===== config.mk =====
export PLATFORM = sky130hd
export DESIGN_NAME = if_fetch_unit
export DESIGN_NICKNAME = d
export VERILOG_FILES = /design/src/rtl/if_fetch_unit.sv
export SDC_FILE = /design/constraint.sdc
export NUM_CORES = 1
export LEC_CHECK = 0
export BUFFER_PORTS_ARGS = -buffer_cell sky130_fd_sc_hd__buf_2
export CORE_UTILIZATION = 44
export CTS_CLUSTER_SIZE = 8
export DETAILED_ROUTE_END_ITERATION = 6
export PLACE_DENSITY = 0.85
export SLEW_MARGIN = 20
export SYNTH_ARGS = -nofsm -noshare
export SYNTH_HDL_FRONTEND = slang
export SYNTH_SLANG_ARGS = --single-unit

===== constraint.sdc =====
create_clock -name clk -period 1.81 [get_ports clk]
set_clock_uncertainty 0.15 [all_clocks]
set_input_delay 0.181 -clock clk [delete_from_list [all_inputs] [get_ports clk]]
set_output_delay 0.181 -clock clk [all_outputs]
set_load 0.1 [all_outputs]

===== src/rtl/if_fetch_unit.sv =====
// Instruction-fetch stage: owns the PC, issues one imem request at a time and
// presents {pc, pc+4, instruction, valid} to the IF/ID register.
module if_fetch_unit #(
   parameter int unsigned               data_width    = 32,
   parameter int unsigned               address_width = 12,
   parameter logic [address_width-1:0]  RESET_PC      = '0
) (
   input  logic                     clk,
   input  logic                     reset,
   input  logic                     stall,
   input  logic                     redirect,
   input  logic [address_width-1:0] redirect_pc,
   output logic                     imem_req,
   output logic [address_width-1:0] imem_addr,
   input  logic                     imem_ready,
   input  logic                     imem_rvalid,
   input  logic [data_width-1:0]    imem_rdata,
   output logic [address_width-1:0] IF_pc_current,
   output logic [address_width-1:0] IF_pc_plus_4,
   output logic [data_width-1:0]    IF_instruction,
   output logic                     IF_valid
);

   localparam logic [2:0] IDLE = 3'd0;
   localparam logic [2:0] REQ  = 3'd1;
   localparam logic [2:0] WAIT = 3'd2;
   localparam logic [2:0] HOLD = 3'd3;
   localparam logic [2:0] DROP = 3'd4;

   localparam logic [data_width-1:0] NOP = data_width'(32'h0000_0013);

   logic [2:0]               state;
   logic [address_width-1:0] pc;
   logic [address_width-1:0] pc_seq;

   assign pc_seq    = pc + address_width'(4);
   assign imem_req  = (state == REQ);
   assign imem_addr = pc;

   always_ff @(posedge clk or negedge reset) begin
      if (!reset) begin
         state          <= IDLE;
         pc             <= RESET_PC;
         IF_valid       <= 1'b0;
         IF_instruction <= NOP;
         IF_pc_current  <= '0;
         IF_pc_plus_4   <= '0;
      end else begin
         case (state)
            IDLE: state <= REQ;
            REQ: begin
               // An unaccepted request may retarget; an accepted one becomes stale.
               if (redirect)
                  pc <= redirect_pc;
               if (imem_ready)
                  state <= redirect ? DROP : WAIT;
            end
            WAIT: begin
               if (redirect) begin
                  pc    <= redirect_pc;
                  state <= imem_rvalid ? REQ : DROP;
               end else if (imem_rvalid) begin
                  IF_instruction <= imem_rdata;
                  IF_pc_current  <= pc;
                  IF_pc_plus_4   <= pc_seq;
                  IF_valid       <= 1'b1;
                  state          <= HOLD;
               end
            end
            DROP: begin
               if (redirect)
                  pc <= redirect_pc;
               if (imem_rvalid)
                  state <= REQ;
            end
            HOLD: begin
               // Redirect wins over stall; a consumed word advances sequentially.
               if (redirect || !stall) begin
                  IF_valid       <= 1'b0;
                  IF_instruction <= NOP;
                  pc             <= redirect ? redirect_pc : pc_seq;
                  state          <= REQ;
               end
            end
            default: state <= IDLE;
         endcase
      end
   end

endmodule


### Word-level counts from Yosys, hierarchy flattened

Index checks and enable logic that the tools add are counted.

| word-level totals | value |
|---|---|
| register bits after elaboration | 72 |

| cells by class | value |
|---|---|
| add/subtract/negate cells | 1 |
| eq/ne operators | 11 |
| multiplexer cells | 20 |
| bitwise logic cells | 1 |
| reduce and logical (&&, ||, !) cells | 10 |

Operators by type and width:

| operator | count |
|---|---|
| 32-bit two-way mux | 3 |
| 32-bit case mux with 2 select lines | 1 |
| 12-bit two-way mux | 3 |
| 12-bit case mux with 2 select lines | 1 |
| 3-bit two-way mux | 7 |
| 3-bit case mux with 5 select lines | 1 |
| 12-bit by 3-bit adder with 12-bit output, second input constant | 1 |
| 2-bit != test, second input constant | 4 |
| 4-bit AND reduction | 2 |
| 3-bit by 2-bit equality test with 1-bit output, second input constant | 2 |
| 3-bit AND reduction | 2 |
| 2-bit by 1-bit != test with 1-bit output, second input constant | 2 |
| 2-bit nonzero test | 2 |
| 3-bit by 1-bit equality test with 1-bit output, second input constant | 1 |
| 3-bit equality test, second input constant | 1 |
| 3-bit logical NOT | 1 |
| 1-bit two-way mux | 3 |
| 3-bit != test, second input constant | 1 |
| 3-bit OR reduction | 1 |
| 1-bit case mux with 2 select lines | 1 |
| 1-bit logical NOT | 1 |
| 1-bit logical OR | 1 |
| 1-bit inverter | 1 |

### Logic depth before layout (Yosys ltp)

| logic depth | value |
|---|---|
| depth in word-level cells | 4 |
| depth in mapped cells | 7 |

### Least setup slack after synthesis

Ideal clock, no wire load.

| timing path | value |
|---|---|
| path kind | reg2out |
| start point | register state[0] |
| end point | output imem_req |
| data arrival time | 2.776 ns |
| required time | 1.479 ns |
| slack | -1.297 ns |
| stages on the path, launching flop included | 3 |
| cell sequence | dfrtp_1 buf_2 nor3b_1 |

| on the way | value |
|---|---|
| longest elaborated chain between the ends | 1 |

RTL lines:

| element | line | text |
|---|---|---|
| start: declaration | 32 | `logic [2:0] state;` |
| start signal: assignment | 56 | `state <= redirect ? DROP : WAIT;` |
| start signal: assignment | 61 | `state <= imem_rvalid ? REQ : DROP;` |
| 3-bit by 1-bit equality test with 1-bit output | 37 | `assign imem_req = (state == REQ);` |
| end: declaration | 13 | `output logic imem_req,` |

Every way passes these cells.

### Worst setup path in the final report

| timing path | value |
|---|---|
| start point | input imem_rvalid |
| end point | register IF_instruction[1] |

| on the way | value |
|---|---|
| longest elaborated chain between the ends | 2 |

RTL lines:

| element | line | text |
|---|---|---|
| start: declaration | 16 | `input logic imem_rvalid,` |
| 2-bit != test (no line) | n/a |  |
| 4-bit AND reduction (no line) | n/a |  |
| end signal: assignment | 63 | `IF_instruction <= imem_rdata;` |
| end: declaration | 20 | `output logic [data_width-1:0] IF_instruction,` |

Every way passes these cells.
A chain may end at the register's enable or synchronous reset.

==> metrics.md <==
| Metric | Value |
|---|---|
| Status | `finished, final reports clean` |
| Yosys reg bits | `70` |
| DR pass1 iterations | `4` |
| Setup violators final | `0` |
| Via count | `2876` |
| CP Max Fanout | `34` |
| Initial antenna violation count | `0` |
| Syn Std Cell Area | `3140 um2` |
| Initial Utilization | `0.460` |
| Largest net degree at the start of global routing | `71` |
| Dominant synthesized flop cell | `dfrtp_1` |
| Flop2flop setup slack | `0.09 ns` |
| CTS tree | `done` |
| Clock transition at the registers of the reported paths | `0.07 ns` |
| Vias in the first global route | `2779` |
| Clock period minus worst slack | `1.80 ns` |
| Die ar. | `7480 um2` |
| Io pins | `120` |
| Core Footprint | `6830 um2` |
| Post-Synthesis Cells | `285` |
| Detailed Place HPWL | `5.34 mm` |
| Slew HR | `0.661` |
| # DRC | `0` |
| First-pass GRT wire length | `14.0 mm` |
| Share of layout cells above drive strength 1 | `0.396` |
| Post-synth EDFFs | `0` |
| Most Used Layer, Global Route | `met2` |
| Routability Congestion | `0.861` |
| Arrival @ worst endpoint | `1.91 ns` |
| CP Capture Type | `flip-flop` |
| Netlist cell types | `50` |
| Placed instance count | `486` |
| Max Cap Violations | `0` |
| Starting DRT DRC Count | `142` |
| Slew Limit Fails | `0` |
| Fmax | `556 MHz` |
| Final Hold Fails | `0` |
| Period utilization | `0.993` |
| Layout net count | `495` |
| Placed Instance Area | `3920 um2` |
| Seq/Total Area, Yosys | `0.559` |
| RSZ-0062 raised after global routing | `no` |
| Non-filler cells, final | `545` |
| Die height | `86.5 um` |
| Layout area overhead | `46.6%` |
| Crit path kind | `primary input to flip-flop` |
| # clock sinks | `70` |
| Diodes inserted | `0` |
| M3 GR Usage | `0.0543` |
| M2 GR Usage | `0.400` |
| Global route total overflow | `0` |
| CTS Buf Count | `9` |
| Syn avg cell area | `11.0 um2` |
| Yosys warning count | `0` |
| Commonest non-fill, non-tap cell in the layout | `buf_2` |
| PortBufs | `119` |
| Drt wl/cell | `16.3 um` |
| Syn Nets | `336` |
| Row Count | `30` |
| Drt total wl | `8.90 mm` |
| Worst Setup Start Kind | `primary input` |
| Die W | `86.5 um` |
| Setup repair bufs after CTS | `0` |
| Hold crit path type | `primary input to flip-flop` |
| Worst-skew pair later-pin latency | `0.34 ns` |
| Design area | `4600 um2` |
| Worst slew pin tran | `0.513 ns` |
| Antenna Violating Nets Remaining | `0` |
| GRT Util Overall | `0.245` |
| Vias per inst | `5.28` |
| WP data required | `1.92 ns` |
| Most frequent cells in the layout | `117 x buf_2, 58 x dfrtp_1, 57 x nand2_1, 43 x dlygate4sd3_1, 30 x a22o_1` |
| M1 GR Usage | `0.324` |
| Deepest clock path buffer count | `2` |
| Ys async rst share | `1.00` |
| Clock root buffer | `clkbuf_8` |
| Htree depth | `3` |
## routing by layer
metal / part of all wire / up-vias
li1: - / 1335
met1: 0.44 / 1376
met5: 0 / -
met2: 0.47 / 151
met4: 0.012 / 0
met3: 0.079 / 14
## critical path, stage by stage
cell           delay [ns]
dlygate4sd3_1        0.53
buf_4                0.13
or3b_4               0.41
or2_4                0.25
buf_12               0.17
o22a_1               0.22
## kinds of logic after synthesis
kind of cell	after synthesis	share of synthesized area
compound gates	83	0.204
flops	70	0.559
mux	3	0.0104
fa+ha+maj	1	0.00399
buf+inv	26	0.0530
simple gates	94	0.147
xor+xnor	8	0.0223
## registers in the layout, summed over array words and instances (netlist names)
register	count
IF_instruction	32
IF_pc_current	12
IF_pc_plus_4	10
IF_valid	1
imem_addr	12
state	3
## layout make-up
cell class / instances / area, um2
clock buffers: 11 / 141
clock inverters: 5 / 106
multi-input cells: 189 / 1260
well taps: 96 / 120
fillers: 522 / 2230
inverters: 1 / 3.75
repair buffers: 173 / 1190
flip-flops and latches: 70 / 1780
## final timing paths
kind | startpoint | endpoint | depth (start not counted)
max in group asynchronous | reset | IF_instruction[4]$_DFFE_PN1P_ | 3
worst max register to register | state[1]$_DFFE_PN0P_ | imem_addr[0]$_DFFE_PN0P_ | 4
min in group asynchronous | reset | IF_instruction[3]$_DFFE_PN0P_ | 3
worst min register to register | IF_pc_current[3]$_DFFE_PN0P_ | IF_pc_current[3]$_DFFE_PN0P_ | 2
worst min-delay path | redirect_pc[3] | imem_addr[3]$_DFFE_PN0P_ | 3
worst max-delay path | imem_rvalid | IF_instruction[1]$_DFFE_PN1P_ | 6
## Yosys cell counts (2+ instances only)
cell type,number,area share
dfrtp_1,67,0.53
nand2_1,57,0.068
a22o_1,30,0.084
buf_2,9,0.014
a21oi_1,8,0.013
nor2_1,8,0.0096
o21ai_2,8,0.022
o2bb2ai_1,7,0.020
o21ai_0,6,0.0096
buf_4,5,0.012
buf_6,5,0.018
clkbuf_1,5,0.0060
nand3_1,5,0.0080
xnor2_1,5,0.014
nand2b_1,4,0.0080
nor3_1,4,0.0064
o22a_1,4,0.011
o22ai_1,4,0.0080
dfstp_2,3,0.025
o21ai_1,3,0.0048
xor2_1,3,0.0084
a21o_1,2,0.0048
a22oi_1,2,0.0048
and4_1,2,0.0056
mux2_2,2,0.0072
nand4bb_1,2,0.0072
nor3b_1,2,0.0048
## through the flow
| step | hold slack [ns] | setup WS [ns] | utilization | TNS (ns) |
|---|---|---|---|---|
| 2_1_floorplan | -0.265 | -0.0112 | - | -0.0112 |
| 3_3_place_gp | 0.0791 | 0.0627 | 0.573 | 0 |
| 3_5_place_dp | 0.0838 | -0.0134 | 0.573 | -0.0134 |
| 4_1_cts | 0.00279 | 0.0272 | 0.673 | 0 |
| 5_1_grt | 0.00800 | 0.00421 | 0.673 | 0 |
| 6_report | 0.0142 | 0.0127 | 0.673 | 0 |
## repair_timing
item	CTS	global route
hold endpoints to repair	109	0
gates resized for setup	1	2
endpoints found under the setup margin	4	28
hold buffers	43	0
Power is not shown: default switching activity piles up to over one toggle a cycle in this logic, so the estimate is an artifact.
